**src/rtl/uart_param.sv**
```systemverilog
// uart_param: parametrised full-duplex UART with ready/valid TX and framing-error detection.
// Optional parity bit between data and stop bits when `UART_PARITY_EN is defined.
module uart_param #(
   parameter int DATA_W       = 8,
   parameter int CLKS_PER_BIT = 15,
   parameter int STOP_BITS    = 1,
   parameter int PARITY_ODD   = 0
) (
   input  logic              clk,
   input  logic              n_rst,
   input  logic              rxd,
   output logic [DATA_W-1:0] rx_data,
   output logic              rx_valid,
   output logic              rx_frame_err,
   output logic              rx_parity_err,
   output logic              txd,
   input  logic [DATA_W-1:0] tx_data,
   input  logic              tx_valid,
   output logic              tx_ready
);
   localparam int CW = $clog2(CLKS_PER_BIT);
   localparam int BW = $clog2(DATA_W);
   localparam logic [CW-1:0] LAST      = CW'(CLKS_PER_BIT - 1);
   localparam logic [CW-1:0] HALF_LAST = CW'(CLKS_PER_BIT / 2 - 1);
   localparam logic [BW-1:0] DLAST     = BW'(DATA_W - 1);
   localparam logic          SLAST     = 1'(STOP_BITS - 1);

   if (DATA_W < 5 || DATA_W > 16 || CLKS_PER_BIT < 4 || (STOP_BITS != 1 && STOP_BITS != 2) ||
       (PARITY_ODD != 0 && PARITY_ODD != 1)) begin : g_bad_param
      $error("uart_param: illegal parameter value");
   end

`ifdef UART_PARITY_EN
   localparam logic ODD = (PARITY_ODD != 0);
   typedef enum logic [2:0] {R_IDLE, R_START, R_DATA, R_PARITY, R_STOP, R_WAIT} rx_state_t;
   typedef enum logic [2:0] {T_IDLE, T_START, T_DATA, T_PARITY, T_STOP} tx_state_t;
`else
   typedef enum logic [2:0] {R_IDLE, R_START, R_DATA, R_STOP, R_WAIT} rx_state_t;
   typedef enum logic [2:0] {T_IDLE, T_START, T_DATA, T_STOP} tx_state_t;
`endif

   rx_state_t         rx_state;
   logic              rx_s1, rx_s2, rx_s3;
   logic [CW-1:0]     rx_cnt;
   logic [BW-1:0]     rx_bits;
   logic              rx_stop;
   logic [DATA_W-1:0] rx_sh;

   tx_state_t         tx_state;
   logic [CW-1:0]     tx_cnt;
   logic [BW-1:0]     tx_bits;
   logic              tx_stop;
   logic [DATA_W-1:0] tx_sh;

`ifdef UART_PARITY_EN
   logic rx_par, rx_perr, tx_par;
   assign rx_perr = ^rx_sh ^ rx_par ^ ODD;
`else
   assign rx_parity_err = 1'b0;
`endif

   // RX: synchronise rxd, find the start edge, sample each bit at its centre
   always_ff @(posedge clk or negedge n_rst) begin
      if (!n_rst) begin
         {rx_s3, rx_s2, rx_s1} <= 3'b111;
         rx_state     <= R_IDLE;
         rx_cnt       <= '0;
         rx_bits      <= '0;
         rx_stop      <= 1'b0;
         rx_sh        <= '0;
         rx_data      <= '0;
         rx_valid     <= 1'b0;
         rx_frame_err <= 1'b0;
`ifdef UART_PARITY_EN
         rx_par        <= 1'b0;
         rx_parity_err <= 1'b0;
`endif
      end else begin
         {rx_s3, rx_s2, rx_s1} <= {rx_s2, rx_s1, rxd};
         rx_valid     <= 1'b0;
         rx_frame_err <= 1'b0;
`ifdef UART_PARITY_EN
         rx_parity_err <= 1'b0;
`endif
         rx_cnt <= rx_cnt + 1'b1;
         case (rx_state)
            R_IDLE: begin
               rx_cnt <= '0;
               if (rx_s3 && !rx_s2) rx_state <= R_START;
            end
            R_START: if (rx_cnt == HALF_LAST) begin
               rx_cnt   <= '0;
               rx_bits  <= '0;
               rx_state <= rx_s2 ? R_IDLE : R_DATA;
            end
            R_DATA: if (rx_cnt == LAST) begin
               rx_cnt  <= '0;
               rx_sh   <= {rx_s2, rx_sh[DATA_W-1:1]};
               rx_bits <= rx_bits + 1'b1;
               if (rx_bits == DLAST) begin
                  rx_stop  <= 1'b0;
`ifdef UART_PARITY_EN
                  rx_state <= R_PARITY;
`else
                  rx_state <= R_STOP;
`endif
               end
            end
`ifdef UART_PARITY_EN
            R_PARITY: if (rx_cnt == LAST) begin
               rx_cnt   <= '0;
               rx_par   <= rx_s2;
               rx_state <= R_STOP;
            end
`endif
            R_STOP: if (rx_cnt == LAST) begin
               rx_cnt <= '0;
               if (!rx_s2) begin
                  rx_frame_err <= 1'b1;
`ifdef UART_PARITY_EN
                  rx_parity_err <= rx_perr;
`endif
                  rx_state <= R_WAIT;
               end else if (rx_stop == SLAST) begin
                  rx_state <= R_IDLE;
`ifdef UART_PARITY_EN
                  if (rx_perr) rx_parity_err <= 1'b1;
                  else begin
                     rx_data  <= rx_sh;
                     rx_valid <= 1'b1;
                  end
`else
                  rx_data  <= rx_sh;
                  rx_valid <= 1'b1;
`endif
               end else rx_stop <= rx_stop + 1'b1;
            end
            R_WAIT: if (rx_s2) rx_state <= R_IDLE;
            default: rx_state <= R_IDLE;
         endcase
      end
   end

   // TX: accept a word on handshake and shift it out from a registered txd
   always_ff @(posedge clk or negedge n_rst) begin
      if (!n_rst) begin
         tx_state <= T_IDLE;
         txd      <= 1'b1;
         tx_ready <= 1'b1;
         tx_cnt   <= '0;
         tx_bits  <= '0;
         tx_stop  <= 1'b0;
         tx_sh    <= '0;
`ifdef UART_PARITY_EN
         tx_par   <= 1'b0;
`endif
      end else begin
         tx_cnt <= tx_cnt + 1'b1;
         case (tx_state)
            T_IDLE: begin
               tx_cnt <= '0;
               if (tx_valid) begin
                  tx_sh    <= tx_data;
`ifdef UART_PARITY_EN
                  tx_par   <= ^tx_data ^ ODD;
`endif
                  txd      <= 1'b0;
                  tx_ready <= 1'b0;
                  tx_bits  <= '0;
                  tx_stop  <= 1'b0;
                  tx_state <= T_START;
               end
            end
            T_START: if (tx_cnt == LAST) begin
               tx_cnt   <= '0;
               txd      <= tx_sh[0];
               tx_state <= T_DATA;
            end
            T_DATA: if (tx_cnt == LAST) begin
               tx_cnt  <= '0;
               tx_sh   <= tx_sh >> 1;
               tx_bits <= tx_bits + 1'b1;
               if (tx_bits == DLAST) begin
`ifdef UART_PARITY_EN
                  txd      <= tx_par;
                  tx_state <= T_PARITY;
`else
                  txd      <= 1'b1;
                  tx_state <= T_STOP;
`endif
               end else txd <= tx_sh[1];
            end
`ifdef UART_PARITY_EN
            T_PARITY: if (tx_cnt == LAST) begin
               tx_cnt   <= '0;
               txd      <= 1'b1;
               tx_state <= T_STOP;
            end
`endif
            T_STOP: if (tx_cnt == LAST) begin
               tx_cnt <= '0;
               if (tx_stop == SLAST) begin
                  tx_state <= T_IDLE;
                  tx_ready <= 1'b1;
               end else tx_stop <= tx_stop + 1'b1;
            end
            default: tx_state <= T_IDLE;
         endcase
      end
   end
endmodule

```
**config.mk**
```make
export PLATFORM = sky130hd
export DESIGN_NAME = uart_param
export DESIGN_NICKNAME = d
export VERILOG_FILES = /design/src/rtl/uart_param.sv
export SDC_FILE = /design/constraint.sdc
export NUM_CORES = 1
export LEC_CHECK = 0
export CAP_MARGIN = 20
export CORE_MARGIN = 4
export CORE_UTILIZATION = 35
export DETAILED_ROUTE_END_ITERATION = 16
export GPL_ROUTABILITY_DRIVEN = 1
export MAX_ROUTING_LAYER = met4
export RECOVER_POWER = 50
export REMOVE_ABC_BUFFERS = 1
export SLEW_MARGIN = 40
export SYNTH_ARGS = -nofsm -noshare
export SYNTH_HDL_FRONTEND = slang
export SYNTH_SLANG_ARGS = --single-unit
```
**constraint.sdc**
```tcl
create_clock -name clk -period 1.5 [get_ports clk]
set_input_delay 0.3 -clock clk [delete_from_list [all_inputs] [get_ports clk]]
set_output_delay 0.3 -clock clk [all_outputs]
set_load 0.05 [all_outputs]
```
# After elaboration in Yosys (flattened, before gate mapping)
# Cells that the tools add are included.
# totals
reg_bits	53
latchBits	0
ram_bits	0
mem_bits_ro	0
out_inout_bits	13
wordCells	127
mem_count	0
# classes
addsub	6
mul	0
div	0
order_cmp	0
eq_ne	26
n_shift	0
n_mux	55
n_bitwise	1
n_reduce_logical	21
# op_table
cell	n
$mux 3	18
$ne 2x2->1 const B	13
$mux 1	20
$mux 8	2
$pmux 8 s2	1
$pmux 3 s5	1
$eq 3x2->1 const B	4
$mux 4	3
$pmux 3 s2	2
$pmux 3 s4	1
$pmux 4 s3	1
$reduce_and 4->1	3
$eq 3x3->1 const B	3
$reduce_and 3->1	3
$add 4x1->4 const B	2
$eq 4x4->1 const B	2
$pmux 4 s2	1
$reduce_bool 2->1	4
$reduce_and 7->1	1
$add 3x1->3 const B	2
$eq 3x1->1 const B	2
$logic_not 3->1	2
$pmux 1 s2	3
$reduce_and 6->1	1
13 further kinds	14

# Depth between registers and ports, before layout
# Gate-level depths: netlist of run 1.
# depth
word_depth	5
depth_mapped	7
depth_no_buf	6

# Worst setup path after synthesis of run 1
# No wires, ideal clock.
# synth_timing
path_type	reg2reg
start	reg tx_state[0]
end	reg tx_sh[5]
setup_ps	126
arrival_time_ps	1459
required_time_ps	1374
path_slack_ps	-85
stages_incl_launch_ff	8
n_path_buf	1
synth_period_minus_slack_ps	1585
cell_sequence	dfrtp_1 -> inv_1 -> ha_1 -> mux2i_1 -> a21oi_2 -> buf_2 -> nor2_1 -> a21oi_1
# synth_via
elab_chain_cells	3
# synth_rtl
item	line	text
start: declaration	49	tx_state_t tx_state;
start signal: assignment	147	tx_state <= T_IDLE;
start signal: assignment	171	tx_state <= T_START;
start signal: assignment	177	tx_state <= T_DATA;
$eq 3x2->1 / $logic_not 3->1 (equally long branches)	159	case (tx_state)
$ne 2x2->1 (no line) / $reduce_bool 2->1 (equally long branches)	--	
$reduce_and 3->1 (no line)	--	
end signal: assignment	163	tx_sh <= tx_data;
end signal: assignment	181	tx_sh <= tx_sh >> 1;
end: declaration	53	logic [DATA_W-1:0] tx_sh;
# Several ways; a longest one is shown, not always the timed one.
# A chain may end at the register's enable or synchronous reset.

# Final worst setup path of run 1
# layout_timing
start	reg rx_cnt[0]
end	reg rx_sh[7]
# layout_via
elab_chain_cells	2
# layout_rtl
item	line	text
start: declaration	44	logic [CW-1:0] rx_cnt;
start signal: assignment	85	rx_cnt <= rx_cnt + 1'b1;
$eq 4x4->1	96	R_DATA: if (rx_cnt == LAST) begin
$reduce_and 2->1 (no line)	--	
end signal: assignment	98	rx_sh <= {rx_s2, rx_sh[DATA_W-1:1]};
end: declaration	47	logic [DATA_W-1:0] rx_sh;
# No other way between the ends.

==> impl_metrics.csv, run 1 <==
group,metric,value,unit
status,outcome,"finished with violations",
status,violations,"setup timing",
routing,drt_wl_cell,13.5,um
synth,synthMostInstantiatedCell,"sky130_fd_sc_hd__dfrtp_1",
placed_design,gp_congestion,0.817,
synth,netlist.top_cell.by_area,"sky130_fd_sc_hd__dfrtp_1",
routing,detail_route.first_pass.iterations,4,
power,seqPwrFrac,0.378,
layout,regArea,0.00126,mm2
synth,ys_warn_count,0,
power,vdd_ir_drop_max,0.476,mV
synth,yosys_register_bits,50,
power,switchingPower,1700,uW
placed_design,placement.io_buffers,23,
cts,h-tree-depth,2,
critical_path,timing.critical_path.slowest_stage_cell,"sky130_fd_sc_hd__dfrtp_1",
cts,cts_tree,"done",
sta,finalWorstPathRequiredPeriod,1600,ps
power,intPower,3240,uW
routing,routed_wl,4520,um
synth,syn-mean-instance-area,11.6,um2
synth,ys_types,41,
floorplanning,die_area,0.00803,mm2
routing,routed-via-count,1657,
cts,clkTransAtPathRegs,90,ps
critical_path,cp_data_arrival_time,1790,ps
grt,grt_first_pass_wirelength,7310,um
job,drv_cap,0,
critical_path,end_kind,"flop",
grt,first_global_vias,1576,
floorplanning,io_pins,25,
layout,postLayoutCoreUtil,0.500,
sta,unrepaired_setup_endpoints_after_global_routing,"yes",
layout,multi_input_comb_area,0.00111,mm2
layout,layout-drive-gt1-share,0.353,
synth,seq_area_frac_synth,0.539,
layout,nFillCells,571,
routing,drt_drc_violations_left,0,
floorplanning,fp.dieW,89.6,um
floorplanning,height_of_the_chip,89.6,um
grt,grt_max_degree,51,
critical_path,worst-setup-path-type,"reg -> reg",
critical_path,worstPathMaxFanout,9,
critical_path,cp-start-kind,"flop",
power,p_leak,0.00148,uW
cts,clockBufferDepth,2,
routing,detailedRoute.firstIterationViolations,55,
sta,max-slew-margin-rel,0.546,
hold_path,timing.hold.worst.class,"reg -> reg",
synth,number_of_flops_mapped_to_enable_cells_by_yosys,0,
synth,asyncSetResetFlopFracSynth,1.00,
layout,flow.area_growth_from_synthesis,37.8,%
routing,vias_per_cell,4.95,
synth,synthesis.instances,201,
grt,antenna_found_initial,0,
sta,worst-slew-pin-transition,681,ps
routing,antenna_left,0,
critical_path,setup.reg_to_reg.worst_slack,-100,ps
floorplanning,row_count,29,
floorplanning,initial_standard_cell_utilization_of_the_core,0.363,
sta,slew_violations,0,
sta,maxClockFrequency,625,MHz
floorplanning,core-area,0.00642,mm2
sta,finalHoldViolations,0,
power,cellPowerDensity,1540,mW/mm2
layout,nNetsFinal,283,
power,clockPowerShare,0.194,
critical_path,worst_ep_required_time,1690,ps
power,comb_power_share,0.428,
power,switching_power_share_of_the_total,0.343,
placed_design,dp.final_hpwl,3110,um
synth,netlist_area,0.00233,mm2
cts,clock_insertion_delay_worst_skew,300,ps
grt,overflow,0,
synth,most_frequent_cells_after_synthesis,"sky130_fd_sc_hd__dfrtp_1 (45), sky130_fd_sc_hd__nor2_1 (23), sky130_fd_sc_hd__mux2_2 (16)",
critical_path,critical_path.max_stage_delay,390,ps
sta,post-route-period-util,1.07,
grt,gr-usage-all-layers,0.121,
sta,timing.clock.skew,6.46,ps
sta,postLayoutSetupSlackWorst,-100,ps
cts,cts.root.buffer_cell,"sky130_fd_sc_hd__clkbuf_8",
synth,synth_flop_cell,"sky130_fd_sc_hd__dfrtp_1",
synth,synth_top_area_share,0.483,
layout,antenna_diode_count,0,
critical_path,timing.critical_path.cells,"inv_1 > ha_2 > nor3b_4 > and2b_4 > mux2_2",
synth,ys_top_cells_by_area,"sky130_fd_sc_hd__dfrtp_1 (48%), sky130_fd_sc_hd__mux2_2 (7.7%), sky130_fd_sc_hd__ha_1 (7.5%)",
sta,hold-worst-slack,361,ps
cts,cts_sinks,50,
cts,cts-buffers-inserted,5,
sta,final-setup-viol-count,16,
==> per-stage QoR <==
stage / setup WS, ps / power [uW] / area [um2] / cells / setup TNS [ps]
after floorplan: -466 / 2950 / 2280 / 193 / -6710
after global placement: -119 / 3770 / 2980 / 323 / -1800
after detailed placement: -154 / 3830 / 2980 / 323 / -2410
after CTS: -108 / 4830 / 3110 / 331 / -1490
after global routing: -216 / 5310 / 3210 / 335 / -3590
final: -100 / 4940 / 3210 / 335 / -1490
==> registers in the layout, indices dropped and copies added (netlist names) <==
register	cells
rx_sh	8
rx_bits	3
rx_data	8
rx_cnt	4
rx_s3	1
tx_sh	8
txd	1
rx_valid	1
tx_state	2
rx_s2	1
tx_ready	1
rx_frame_err	1
tx_cnt	4
rx_s1	1
rx_state	3
tx_bits	3
==> timing repair <==
action / 4_1_cts / 5_1_grt
pin swaps: 1 / 3
buffers inserted: 0 / 3
cloned: 0 / 1
hold endpoints to repair: 45 / 0
setup endpoints to repair: 27 / 32
hold buffers: 1 / 0
gates resized for setup: 6 / 22
==> logic make-up after synthesis <==
kind of cell               synth area share
muxes                                 0.121
DFF                                   0.539
and+or+nand+nor                       0.122
adders and majority gates            0.0751
other                               0.00161
buffers and inverters                0.0327
AOI/OAI and AO/OA                    0.0901
xor gates and xnor gates             0.0188
==> layout make-up <==
cell class              instances  area share
clock buffers                   5      0.0214
clock inverters                 3      0.0136
well taps                      77      0.0300
inverters                       6     0.00701
repair buffers                 56       0.190
multi-input cells             138       0.346
flip-flops and latches         50       0.391
==> path summary, 6_finish.rpt <==
check                      startpoint     endpoint  cells after the start
max                         rx_cnt[0]     rx_sh[7]                      5
min                             rx_s1        rx_s2                      0
max reg2reg                 rx_cnt[0]     rx_sh[7]                      5
min reg2reg                     rx_s1        rx_s2                      0
max in group asynchronous       n_rst  rx_state[0]                      3
min in group asynchronous       n_rst   rx_data[4]                      3
==> routing by layer <==
metal | global-route usage | routed length [um] | vias up
met5 | - | 0 | -
met4 | 0.0325 | 40 | 0
met3 | 0.0338 | 144 | 6
met2 | 0.193 | 2300 | 25
met1 | 0.152 | 2040 | 813
li1 | - | - | 813
==> power by group through the flow <==
stage / Combinational, uW / Sequential [uW] / Clock, uW
CTS: 1990 / 1850 / 995
detailed placement: 1960 / 1870 / 0
global route: 2350 / 1910 / 1050
finish: 2110 / 1870 / 959
floorplan: 1020 / 1930 / 0
global placement: 1910 / 1860 / 0
==> critical path: cells and delay by family (launching register included) <==
family | cells | cell delay, ps
simple gates | 2 | 530
buf+inv | 1 | 60
fa+ha+maj | 1 | 170
flops | 1 | 390
mux | 1 | 340
==> cells in the final DEF, fill, tap and decap left out, types with 2 or more instances in the layout <==
| master | netlist | layout |
|---|---|---|
| sky130_fd_sc_hd__o21ai_0 | 6 | 5 |
| sky130_fd_sc_hd__inv_2 | 0 | 2 |
| sky130_fd_sc_hd__dlygate4sd3_1 | 0 | 2 |
| sky130_fd_sc_hd__a22o_1 | 3 | 3 |
| sky130_fd_sc_hd__inv_1 | 6 | 4 |
| sky130_fd_sc_hd__a21oi_2 | 1 | 2 |
| sky130_fd_sc_hd__xor2_1 | 2 | 2 |
| sky130_fd_sc_hd__xnor2_1 | 3 | 3 |
| sky130_fd_sc_hd__nand2_1 | 12 | 12 |
| sky130_fd_sc_hd__dfstp_2 | 5 | 5 |
| sky130_fd_sc_hd__o22ai_1 | 2 | 2 |
| sky130_fd_sc_hd__nand2b_1 | 3 | 3 |
| sky130_fd_sc_hd__buf_4 | 1 | 29 |
| sky130_fd_sc_hd__clkbuf_8 | 0 | 5 |
| sky130_fd_sc_hd__buf_12 | 0 | 13 |
| sky130_fd_sc_hd__nand3_1 | 6 | 5 |
| sky130_fd_sc_hd__mux2_4 | 0 | 5 |
| sky130_fd_sc_hd__nor2_1 | 23 | 23 |
| sky130_fd_sc_hd__nand3b_1 | 2 | 2 |
| sky130_fd_sc_hd__mux2_2 | 16 | 11 |
| sky130_fd_sc_hd__ha_4 | 0 | 2 |
| sky130_fd_sc_hd__a21oi_1 | 13 | 12 |
| sky130_fd_sc_hd__dfrtp_1 | 45 | 45 |
| sky130_fd_sc_hd__mux2i_1 | 9 | 8 |
| sky130_fd_sc_hd__ha_1 | 14 | 11 |
| sky130_fd_sc_hd__nand4_1 | 2 | 2 |
| sky130_fd_sc_hd__clkdlybuf4s50_1 | 0 | 9 |
| sky130_fd_sc_hd__and3_4 | 0 | 2 |
No activity file was read; power rests on OpenSTA's default activity.
==> inputs of run 2 (changes only) <==
- CELL_PAD_IN_SITES_DETAIL_PLACEMENT: default -> 1
- CELL_PAD_IN_SITES_GLOBAL_PLACEMENT: default -> 1
- PLACE_DENSITY_LB_ADDON: default -> 0.1
==> run 2 against run 1 <==
Compared with the run above: register-to-register slack got worse by 40 ps; non-clock buffer count rose by 4; largest cell class unchanged; combinational power rose by 30%; sequential share of layout area fell by 1.7 points; clock skew rose by 6.2 ps; cell area rose by 4.6%; the run still ends with setup timing left; sequential power rose by 2%; hold slack improved by 8.1 ps.
==> impl_metrics.csv, run 2 (same netlist as run 1, synthesis figures left out) <==
group,metric,value,unit
cts,cts_sinks,50,
critical_path,worst-setup-path-type,"reg -> reg",
routing,detailedRoute.firstIterationViolations,48,
sta,unrepaired_setup_endpoints_after_global_routing,"yes",
status,outcome,"finished with violations",
grt,grt_max_degree,33,
floorplanning,core-area,0.00642,mm2
sta,maxClockFrequency,609,MHz
grt,globalRouteMet3Util,0.0274,
cts,h-tree-depth,2,
hold_path,timing.hold.worst.class,"reg -> reg",
grt,grt_busiest_layer,"met2",
sta,finalWorstPathRequiredPeriod,1640,ps
critical_path,cp-start-kind,"flop",
critical_path,cp_data_arrival_time,1840,ps
layout,antenna_diode_count,0,
cts,clock_insertion_delay_worst_skew,300,ps
routing,drt_wl_cell,16.5,um
floorplanning,fp.dieW,89.6,um
power,p_leak,0.00152,uW
sta,post-route-period-util,1.09,
layout,flow.area_growth_from_synthesis,44.2,%
floorplanning,row_count,29,
hold_path,min_to,"rx_s2",
floorplanning,height_of_the_chip,89.6,um
critical_path,worst_r2r_endpoint,"rx_data[5]",
placed_design,post-place-cells,322,
sta,final-setup-viol-count,23,
sta,worst-slew-pin-transition,576,ps
critical_path,worstPathMaxFanout,9,
grt,antenna_found_initial,0,
status,violations,"setup timing",
floorplanning,io_pins,25,
routing,vias_per_cell,5.05,
grt,use_met1,0.173,
grt,overflow,0,
sta,slew_violations,0,
power,cellPowerDensity,1670,mW/mm2
placed_design,dp.final_hpwl,3910,um
cts,cts_tree,"done",
grt,first_global_vias,1852,
sta,max-slew-margin-rel,0.616,
job,drv_cap,0,
critical_path,worst_ep_required_time,1700,ps
power,vdd_ir_drop_max,0.708,mV
sta,finalHoldViolations,0,
placed_design,gp_congestion,0.819,
sta,postLayoutSetupSlackWorst,-142,ps
cts,clkTransAtPathRegs,100,ps
cts,clockBufferDepth,2,
layout,final_common_cell,"sky130_fd_sc_hd__dfrtp_1",
placed_design,placement.io_buffers,23,
critical_path,timing.reg2reg.worst_path_depth,5,
power,design_power_total,5630,uW
routing,drt_drc_violations_left,0,
layout,final_cell_mix,"sky130_fd_sc_hd__dfrtp_1 (45), sky130_fd_sc_hd__buf_4 (31), sky130_fd_sc_hd__mux2_2 (14), sky130_fd_sc_hd__nor2_1 (13), sky130_fd_sc_hd__buf_12 (13)",
routing,antenna_left,0,
sta,timing.clock.skew,12.6,ps
hold_path,timing.hold.worst_path_depth,0,
grt,grt.met2_usage,0.253,
routing,routed-via-count,1707,
cts,cts-buffers-inserted,5,
routing,routed_wl,5590,um
layout,nNetsFinal,286,
critical_path,regToRegStartpoint,"rx_cnt[0]",
floorplanning,die_area,0.00803,mm2
grt,grt_first_pass_wirelength,8790,um
critical_path,setup.reg_to_reg.worst_slack,-140,ps
grt,gr-usage-all-layers,0.148,
routing,detail_route.first_pass.iterations,4,
floorplanning,initial_standard_cell_utilization_of_the_core,0.363,
layout,fin_cells,338,
layout,layout-drive-gt1-share,0.425,
layout,biggestRegsByFlops,"rx_data: 8 flops, rx_sh: 8 flops, tx_sh: 8 flops",
hold_path,hold_path_startpoint,"rx_s1",
critical_path,end_kind,"flop",
cts,cts.root.buffer_cell,"sky130_fd_sc_hd__clkbuf_8",
run 2: cell types whose count changed in the layout (fill, tap and decap cells not counted), sizes merged:
cell / before / now
and3: 4 / 3
clkbuf: 6 / 8
buf: 44 / 46
run 2: worst max-delay path, cell delays in order, from the launching register on:
cell                      delay, ps
sky130_fd_sc_hd__dfrtp_1        390
sky130_fd_sc_hd__inv_1           60
sky130_fd_sc_hd__ha_2           180
sky130_fd_sc_hd__nor3b_4        240
sky130_fd_sc_hd__and3_4         300
sky130_fd_sc_hd__mux2_2         350
run 2: worst max-delay path by stage:
| stage | start | endpoint | slack [ps] | depth (start not counted) |
|---|---|---|---|---|
| 3_5_place_dp | rx_cnt[0] | rx_sh[5] | -210 | 5 |
| 3_3_place_gp | rx_cnt[0] | rx_sh[6] | -150 | 5 |
| 5_1_grt | rx_cnt[0] | rx_data[3] | -220 | 5 |
| 6_report | rx_cnt[0] | rx_data[5] | -140 | 5 |
| 4_1_cts | rx_cnt[0] | rx_data[7] | -120 | 5 |
| 2_1_floorplan | tx_state[0] | tx_sh[7] | -470 | 6 |
run 2: timing repair:
item                       in CTS  in global routing
setup endpoints to repair      29                 33
pin swaps                       1                  6
setup buffers                   1                  6
hold endpoints to repair        6                  0
gates cloned                    0                  1
hold buffers                    1                  0
gates resized for setup        16                 38
run 2: layout make-up:
class / count / area, um2
repair buffers: 60 / 659
well taps: 77 / 96.3
clock inverters: 3 / 47.5
multi-input cells: 137 / 1210
flip-flops and latches: 50 / 1260
fillers: 665 / 3060
clock buffers: 5 / 68.8
inverters: 6 / 22.5
run 2: metrics by stage:
step	util	setup TNS, ps	instance area [um2]	hold slack [ps]	setup slack (ps)
2_1_floorplan	-	-6710	2280	4.41	-466
3_3_place_gp	0.463	-2230	2980	191	-146
3_5_place_dp	0.463	-3290	2980	196	-210
4_1_cts	0.492	-1440	3160	372	-117
5_1_grt	0.524	-4500	3360	376	-221
6_report	0.524	-2010	3360	369	-142
run 2: report_power, final:
part           internal [uW]  switching, uW
logic                   1400           1340
registers               1650            259
clock network            506            468
run 2: routing by layer:
| layer | up-vias | share of wire |
|---|---|---|
| met5 | - | 0 |
| met4 | 0 | 0.014 |
| met3 | 7 | 0.027 |
| met2 | 19 | 0.53 |
| met1 | 869 | 0.43 |
| li1 | 812 | - |
